[config.mk]
export PLATFORM = sky130hd
export DESIGN_NAME = csad_sequencer_flat
export DESIGN_NICKNAME = d
export VERILOG_FILES = /design/src/rtl/csad_sequencer_if.sv /design/src/rtl/csad_sequencer.sv /design/src/flat_wrapper.sv
export SDC_FILE = /design/constraint.sdc
export NUM_CORES = 1
export LEC_CHECK = 0
export CAP_MARGIN = 25
export CELL_PAD_IN_SITES_DETAIL_PLACEMENT = 0
export CELL_PAD_IN_SITES_GLOBAL_PLACEMENT = 1
export CORE_UTILIZATION = 29
export CTS_CLUSTER_DIAMETER = 150
export CTS_CLUSTER_SIZE = 14
export DETAILED_ROUTE_END_ITERATION = 7
export PLACE_DENSITY = 0.54
export SYNTH_ARGS = -nofsm -noshare
export SYNTH_HDL_FRONTEND = slang
export SYNTH_SLANG_ARGS = --single-unit
[constraint.sdc]
create_clock -name CSAD_CLOCK_50 -period 6.5 [get_ports CSAD_CLOCK_50]
set_input_delay 0.975 -clock CSAD_CLOCK_50 [delete_from_list [all_inputs] [get_ports CSAD_CLOCK_50]]
set_output_delay 0.975 -clock CSAD_CLOCK_50 [all_outputs]
set_load 0.01 [all_outputs]
[src/rtl/csad_sequencer_if.sv]
// csad_sequencer_if: bus between the sequencer, the incrementer/control store and the datapath
interface csad_sequencer_if #(
  parameter int Direction_BUS_WIDTH = 11
);
  logic [Direction_BUS_WIDTH-1:0] CSAD_Direccion_INC_IN;
  logic [Direction_BUS_WIDTH-1:0] CSAD_Direccion_JMP_IN;
  logic [2:0] CSAD_Op_IN;
  logic CSAD_Cond_IN;
  logic CSAD_Stall_IN;
  logic [Direction_BUS_WIDTH-1:0] CSAD_Direccion_OUT;
  logic CSAD_StackFull_OUT;
  logic CSAD_StackEmpty_OUT;
  logic CSAD_Error_OUT;
  modport master (
    output CSAD_Direccion_INC_IN, CSAD_Direccion_JMP_IN, CSAD_Op_IN, CSAD_Cond_IN, CSAD_Stall_IN,
    input CSAD_Direccion_OUT, CSAD_StackFull_OUT, CSAD_StackEmpty_OUT, CSAD_Error_OUT
  );
  modport slave (
    input CSAD_Direccion_INC_IN, CSAD_Direccion_JMP_IN, CSAD_Op_IN, CSAD_Cond_IN, CSAD_Stall_IN,
    output CSAD_Direccion_OUT, CSAD_StackFull_OUT, CSAD_StackEmpty_OUT, CSAD_Error_OUT
  );
endinterface

[src/rtl/csad_sequencer.sv]
// csad_sequencer: microprogram address sequencer with a return-address stack
module csad_sequencer #(
  parameter int Direction_BUS_WIDTH = 11,
  parameter int STACK_DEPTH = 4
) (
  input logic CSAD_CLOCK_50,
  input logic CSAD_RESET_InHigh,
  csad_sequencer_if.slave bus
);
  localparam int W = Direction_BUS_WIDTH;
  localparam int SPW = $clog2(STACK_DEPTH) + 1;
  localparam int IW = SPW - 1;
  typedef enum logic [2:0] {
    OP_NEXT, OP_JUMP, OP_BRT, OP_BRF, OP_CALL, OP_RET, OP_RESTART, OP_HOLD
  } op_e;
  logic [W-1:0] addr_q, addr_d, inc, jmp;
  logic [W-1:0] stack_q [STACK_DEPTH];
  logic [W-1:0] stack_d [STACK_DEPTH];
  logic [SPW-1:0] sp_q, sp_d, sp_m1;
  logic err_q, err_d, full, empty, cond;
  op_e op;
  assign inc = bus.CSAD_Direccion_INC_IN;
  assign jmp = bus.CSAD_Direccion_JMP_IN;
  assign cond = bus.CSAD_Cond_IN;
  assign op = op_e'(bus.CSAD_Op_IN);
  assign full = sp_q == SPW'(STACK_DEPTH);
  assign empty = sp_q == '0;
  assign sp_m1 = sp_q - SPW'(1);
  // Full CALL and empty RET fall through to INC so the stack is never corrupted
  always_comb begin
    addr_d = addr_q;
    sp_d = sp_q;
    stack_d = stack_q;
    err_d = err_q;
    if (!bus.CSAD_Stall_IN)
      case (op)
        OP_NEXT: addr_d = inc;
        OP_JUMP: addr_d = jmp;
        OP_BRT: addr_d = cond ? jmp : inc;
        OP_BRF: addr_d = cond ? inc : jmp;
        OP_CALL: begin
          addr_d = full ? inc : jmp;
          err_d = err_q | full;
          if (!full) begin
            stack_d[sp_q[IW-1:0]] = inc;
            sp_d = sp_q + SPW'(1);
          end
        end
        OP_RET: begin
          addr_d = empty ? inc : stack_q[sp_m1[IW-1:0]];
          sp_d = empty ? sp_q : sp_m1;
          err_d = err_q | empty;
        end
        OP_RESTART: begin
          addr_d = '0;
          sp_d = '0;
        end
        default: ;
      endcase
  end
  always_ff @(posedge CSAD_CLOCK_50 or posedge CSAD_RESET_InHigh)
    if (CSAD_RESET_InHigh) begin
      addr_q <= '0;
      sp_q <= '0;
      err_q <= 1'b0;
      for (int i = 0; i < STACK_DEPTH; i++) stack_q[i] <= '0;
    end else begin
      addr_q <= addr_d;
      sp_q <= sp_d;
      err_q <= err_d;
      stack_q <= stack_d;
    end
  assign bus.CSAD_Direccion_OUT = addr_q;
  assign bus.CSAD_StackFull_OUT = full;
  assign bus.CSAD_StackEmpty_OUT = empty;
  assign bus.CSAD_Error_OUT = err_q;
endmodule

[src/flat_wrapper.sv]
// flat-port wrapper written by rule: the top's interface ports become plain ports
module csad_sequencer_flat 
#(
  parameter int Direction_BUS_WIDTH = 11,
  parameter int STACK_DEPTH = 4
)
  (CSAD_CLOCK_50, CSAD_RESET_InHigh, bus_CSAD_Direccion_INC_IN, bus_CSAD_Direccion_JMP_IN, bus_CSAD_Op_IN, bus_CSAD_Cond_IN, bus_CSAD_Stall_IN, bus_CSAD_Direccion_OUT, bus_CSAD_StackFull_OUT, bus_CSAD_StackEmpty_OUT, bus_CSAD_Error_OUT);
  csad_sequencer_if #(.Direction_BUS_WIDTH(Direction_BUS_WIDTH)) bus_i ();
  input logic CSAD_CLOCK_50;
  input logic CSAD_RESET_InHigh;
  input wire logic [$bits(bus_i.CSAD_Direccion_INC_IN)-1:0] bus_CSAD_Direccion_INC_IN;
  input wire logic [$bits(bus_i.CSAD_Direccion_JMP_IN)-1:0] bus_CSAD_Direccion_JMP_IN;
  input wire logic [$bits(bus_i.CSAD_Op_IN)-1:0] bus_CSAD_Op_IN;
  input wire logic [$bits(bus_i.CSAD_Cond_IN)-1:0] bus_CSAD_Cond_IN;
  input wire logic [$bits(bus_i.CSAD_Stall_IN)-1:0] bus_CSAD_Stall_IN;
  output wire logic [$bits(bus_i.CSAD_Direccion_OUT)-1:0] bus_CSAD_Direccion_OUT;
  output wire logic [$bits(bus_i.CSAD_StackFull_OUT)-1:0] bus_CSAD_StackFull_OUT;
  output wire logic [$bits(bus_i.CSAD_StackEmpty_OUT)-1:0] bus_CSAD_StackEmpty_OUT;
  output wire logic [$bits(bus_i.CSAD_Error_OUT)-1:0] bus_CSAD_Error_OUT;
  assign bus_i.CSAD_Direccion_INC_IN = bus_CSAD_Direccion_INC_IN;
  assign bus_i.CSAD_Direccion_JMP_IN = bus_CSAD_Direccion_JMP_IN;
  assign bus_i.CSAD_Op_IN = bus_CSAD_Op_IN;
  assign bus_i.CSAD_Cond_IN = bus_CSAD_Cond_IN;
  assign bus_i.CSAD_Stall_IN = bus_CSAD_Stall_IN;
  assign bus_CSAD_Direccion_OUT = bus_i.CSAD_Direccion_OUT;
  assign bus_CSAD_StackFull_OUT = bus_i.CSAD_StackFull_OUT;
  assign bus_CSAD_StackEmpty_OUT = bus_i.CSAD_StackEmpty_OUT;
  assign bus_CSAD_Error_OUT = bus_i.CSAD_Error_OUT;
  csad_sequencer #(.Direction_BUS_WIDTH(Direction_BUS_WIDTH), .STACK_DEPTH(STACK_DEPTH)) u_core (.CSAD_CLOCK_50(CSAD_CLOCK_50), .CSAD_RESET_InHigh(CSAD_RESET_InHigh), .bus(bus_i));
endmodule
* Yosys cells after proc, flatten, opt, wreduce, memory -nomap -nowiden
Cells that the tools add are included.
W data, S select, Z words.
** Cells by class
- Mux-type cells :: 15
- Reductions and logical operators :: 10
- Add/sub/neg operators :: 2
- Eq/ne operators :: 9
- Bitwise logic cells :: 6
- $lt $le $gt $ge :: 3
** Operators with widths (number)
- $mux W11 :: 7
- $pmux W11 S7 :: 1
- $bwmux W44 :: 1
- $bmux W11 S2 :: 1
- $demux W11 S2 :: 1
- $eq A3 B3 Y1 const B :: 4
- $pmux W3 S3 :: 1
- $reduce_bool A7 Y1 :: 1
- $eq A3 B2 Y1 const B :: 2
- $ge A3 B3 Y1 const B :: 2
- $logic_not A3 Y1 :: 2
- $mux W3 :: 2
- $not A2 Y3 :: 2
- $ne A2 B2 Y1 const B :: 2
- $reduce_and A2 Y1 :: 2
- $reduce_and A4 Y1 :: 1
- $add A3 B1 Y3 const B :: 1
- $eq A3 B1 Y1 const B :: 1
- $lt A3 B1 Y1 const B :: 1
- $reduce_and A3 Y1 :: 1
- $reduce_bool A3 Y1 :: 1
- $sub A3 B1 Y3 const B :: 1
- $not A1 Y1 :: 2
- $or A1 B1 Y1 :: 2
- 3 further kinds :: 3
** Word-level totals
- Register bits after elaboration :: 59
- Output and inout port bits :: 14
- Word-level logic and storage cells :: 52
- Bits of input ports :: 29

* Logic depth before layout (Yosys ltp)
- Depth in word-level cells :: 7
- Depth in mapped cells :: 8
- Mapped depth without buffers :: 7

* Worst setup path after synthesis
OpenSTA, ideal clock, no wires.
- Kind :: flip-flop to flip-flop
- Start point :: reg u_core.sp_q[0]
- End point :: reg u_core.addr_q[1] (netlist: u_core.bus.CSAD_Direccion_OUT[1])
- Data arrival time :: 2.194 ns
- Required time :: 6.374 ns
- Buffers on the path :: 2
- Period minus slack after synthesis :: 2.319 ns
- Path slack :: 4.181 ns
- Setup time :: 0.126 ns
- Stages on the path, launching flop included :: 9
- Cell sequence :: dfrtp_1 > buf_4 > inv_1 > ha_1 > clkbuf_1 > mux4_2 > nand4_1 > nand2_1 > a221o_1
** On the way
- Cells in the longest elaborated chain, start to end :: 7
- Elaborated cells between the ends (all ways) :: 10
- Those cells by class :: add/sub: 1; eq/ne: 1; mux: 6; bitwise: 1; reduce/logical: 1
** RTL lines
- from (decl) :: line csad_sequencer.sv:19 : logic [SPW-1:0] sp_q, sp_d, sp_m1;
- from (signal assigned) :: line csad_sequencer.sv:69 : sp_q <= sp_d;
- $sub A3 B1 Y3 :: line csad_sequencer.sv:28 : assign sp_m1 = sp_q - SPW'(1);
- $not A2 Y3 (not written as such) :: line csad_sequencer.sv:50 : addr_d = empty ? inc : stack_q[sp_m1[IW-1:0]];
- $bmux W11 S2 :: line csad_sequencer.sv:50
- $mux W11 (not written as such) (2 in series) :: line csad_sequencer.sv:50
- $mux W11 :: line csad_sequencer.sv:50
- $pmux W11 S7 * :: line csad_sequencer.sv:36 : case (op)
- to (signal assigned) :: line csad_sequencer.sv:68 : addr_q <= addr_d;
- to (decl) :: line csad_sequencer.sv:16 : logic [W-1:0] addr_q, addr_d, inc, jmp;
Every way passes the cells marked *; elsewhere a longest branch is shown, timed or not. The select of a mux whose other input is x is not followed.
A chain may end at the register's enable or synchronous reset.

* Worst setup path in the final report
- Start point :: reg u_core.sp_q[0]
- End point :: out bus_CSAD_StackEmpty_OUT
** On the way
- Cells in the longest elaborated chain, start to end :: 1
** RTL lines
- $logic_not A3 Y1 :: line csad_sequencer.sv:27 : assign empty = sp_q == '0;
- to (decl) :: line flat_wrapper.sv:18 : output wire logic [$bits(bus_i.CSAD_StackEmpty_OUT)-1:0] bus_CSAD_StackEmpty_OUT;
No other way between the ends.

==> results.tsv <==
metric	value	unit
cts_made_buffers	9	
synth_fa_ha_area_share	1.93	%
ys_types	56	
synth_flop_cell	dfrtp_1	
dpl.hpwl	5510	microns
drt_iter0_drc	90	
layoutNonFillerInstCount	448	
crit_fanout	15	
whs_endpoint	u_core.bus.CSAD_Direccion_OUT[2]	
via_per_inst	5.18	
num_antenna_cells	0	
grt_pass1_wl	13900	microns
rsz0062_at_grt	false	
drt.antenna.violating_nets	0	
postCtsSetupBuffers	0	
start_kind	register	
ys_ff_latch	59	
die_y	108	microns
core_area	10900	sq um
wl	8480	microns
worst-path-buf-inv	4	
synth.most_common_cell	dfrtp_1	
drt_first_pass_iters	4	
max_slew.worst_pin.slew	0.868	ns
critPathCaptureType	primary output	
max_slew_margin	41.9	%
yosys-top-cells-area	dfrtp_1 (45%), mux2_2 (15%), mux4_2 (7.6%)	
drive_gt1_share	27.6	%
routedWlPerCell	18.9	microns
cts_tree	built	
synth_xor_area_share	0.540	%
cts_resized	0	
htreeDepth	3	
synth_top_area_share	45.5	%
setup_viol	0	
async_flop_share	100	%
hold_slack	0.497	ns
ios	43	
total_power	1.49	mW
start_util	29.8	%
syn-num-nets	299	
arrival	2.75	ns
synthCells	265	
io_buffers	42	
placedCellCount	433	
grt_pass1_vias	2477	
cp_top_family	buffers and inverters	
cp_slowest_stage_delay	0.56	ns
gr-total-overflow	0	
rr_endpoint	u_core.bus.CSAD_Direccion_OUT[7]	
yosys.area_share.simple	11.1	%
rows	38	
clk_pin_slew	0.07	ns
hold_depth	1	
synth_compound_area_share	12.7	%
synthesis.area	3250	sq um
irDropWorstVdd	0.146	mV
cts_buffer_depth	2	
powerDensity	379	nW/um^2
antenna_found_initial	0	
yosysSeqAreaShare	45.5	%
synth_edf_count	0	
grt.total_usage	16.2	%
yosys.area.top_type	dfrtp_1	
critical_path.slowest_cell	nand2b_1	
path_common_cell	inv_1	
num_vias	2322	
fp.dieW	108	microns
reg2regPathDepth	7	
yosys_warnings	0	
status	completed	
cp.required	5.52	ns
hold_class	reg2reg	
avgSynthCellArea	12.2	sq um
finalMaxSlewViolations	0	
r2r_start	u_core.sp_q[0]	
fin_crit_sh	57.3	%
insertion_delay	0.34	ns
area_growth_syn_to_layout	21.4	%
hold_start	u_core.bus.CSAD_Direccion_OUT[2]	
timing.final.crit_period	3.73	ns
finalSetupTns	0	ns
path_cells	buf_4, inv_1, ha_1, nand2b_1, inv_1, clkdlybuf4s50_1	
p_leak	1.70	nW
place_congestion	0.747	
die_area	11600	sq um
rrSetupSlack	3.55	ns
grt_max_degree	60	
hold_buffers	0	
design_area	3940	sq um
dpl_cell_area	3760	sq um
critPathKind	reg2out	
cts_num_sinks	59	
drc	0	
hold_viol	0	
fmax	268	MHz
skew	0.0134	ns
synth_mux_area_share	23.7	%
synthTopCellsByCount	dfrtp_1 (59), mux2_2 (44), nand2_1 (21)	
clockRootBuffer	clkbuf_8	
synth_top_family_by_area	multiplexers	
max-cap-violations	0	
final_nets	338	
[flip-flops by register name, indices dropped and copies added, names as in the netlist]
| signal | count |
|---|---|
| u_core.bus.CSAD_Direccion_OUT | 11 |
| u_core.stack_q | 44 |
| u_core.sp_q | 3 |
| u_core.bus.CSAD_Error_OUT | 1 |
[where the power goes]
part           total [mW]  internal [mW]  switching [mW]
Combinational       0.577          0.321           0.256
Sequential          0.595          0.516          0.0786
Clock               0.321          0.174           0.148
[metal layers]
metal	vias up	track usage, %	wire length, microns
li1	1076	-	-
met4	0	4.01	73
met3	6	3.81	432
met2	58	25.2	3930
met5	-	0	0
met1	1182	22.4	4050
[area by class of cell]
type,count,area (sq um)
clock buffers,10,128
flip-flops and latches,59,1480
multi-input cells,179,1620
fillers,1111,6950
inverters,8,30.0
repair buffers,47,455
clock inverters,5,55.1
well taps,140,175
[how the worst max path moves through the flow]
| stage | startpoint | to | cells past startpoint |
|---|---|---|---|
| 4_1_cts | u_core.sp_q[0] | bus_CSAD_StackEmpty_OUT | 6 |
| 3_5_place_dp | bus_CSAD_Op_IN[1] | u_core.stack_q[43] | 4 |
| 6_report | u_core.sp_q[0] | bus_CSAD_StackEmpty_OUT | 6 |
| 3_3_place_gp | bus_CSAD_Op_IN[1] | u_core.stack_q[43] | 4 |
| 2_1_floorplan | CSAD_RESET_InHigh | u_core.bus.CSAD_Direccion_OUT[0] | 1 |
| 5_1_grt | u_core.sp_q[0] | bus_CSAD_StackEmpty_OUT | 6 |
[placed cells by master (no fill, tap or decap), types with 3 or more instances in the layout]
| master | synthesis | layout |
|---|---|---|
| mux2_2 | 44 | 44 |
| o21ai_0 | 6 | 6 |
| nor2b_1 | 3 | 3 |
| a21oi_1 | 9 | 9 |
| nand2_1 | 21 | 21 |
| buf_4 | 4 | 4 |
| a221o_1 | 6 | 6 |
| a31oi_1 | 4 | 4 |
| clkbuf_8 | 0 | 9 |
| nand4_1 | 6 | 6 |
| a211oi_1 | 3 | 3 |
| o31ai_1 | 3 | 3 |
| clkdlybuf4s50_1 | 0 | 42 |
| mux4_2 | 11 | 11 |
| ha_1 | 5 | 5 |
| nor2_1 | 6 | 6 |
| dfrtp_1 | 59 | 59 |
| nand3_1 | 5 | 5 |
| a211o_1 | 4 | 4 |
| inv_1 | 8 | 7 |
[metrics by stage]
stage | utilization, % | setup slack (ns)
after floorplan | - | 4.07
after global placement | 34.5 | 2.70
after detailed placement | 34.5 | 2.70
after CTS | 36.2 | 2.74
after global routing | 36.2 | 2.54
final | 36.2 | 2.77
[logic make-up after synthesis]
group | count (synthesis)
xor gates and xnor gates | 2
buffers and inverters | 27
DFF | 59
AOI/OAI and AO/OA | 54
muxes | 57
and+or+nand+nor | 61
adders and majority gates | 5
No activity file was read; power rests on OpenSTA's default activity.
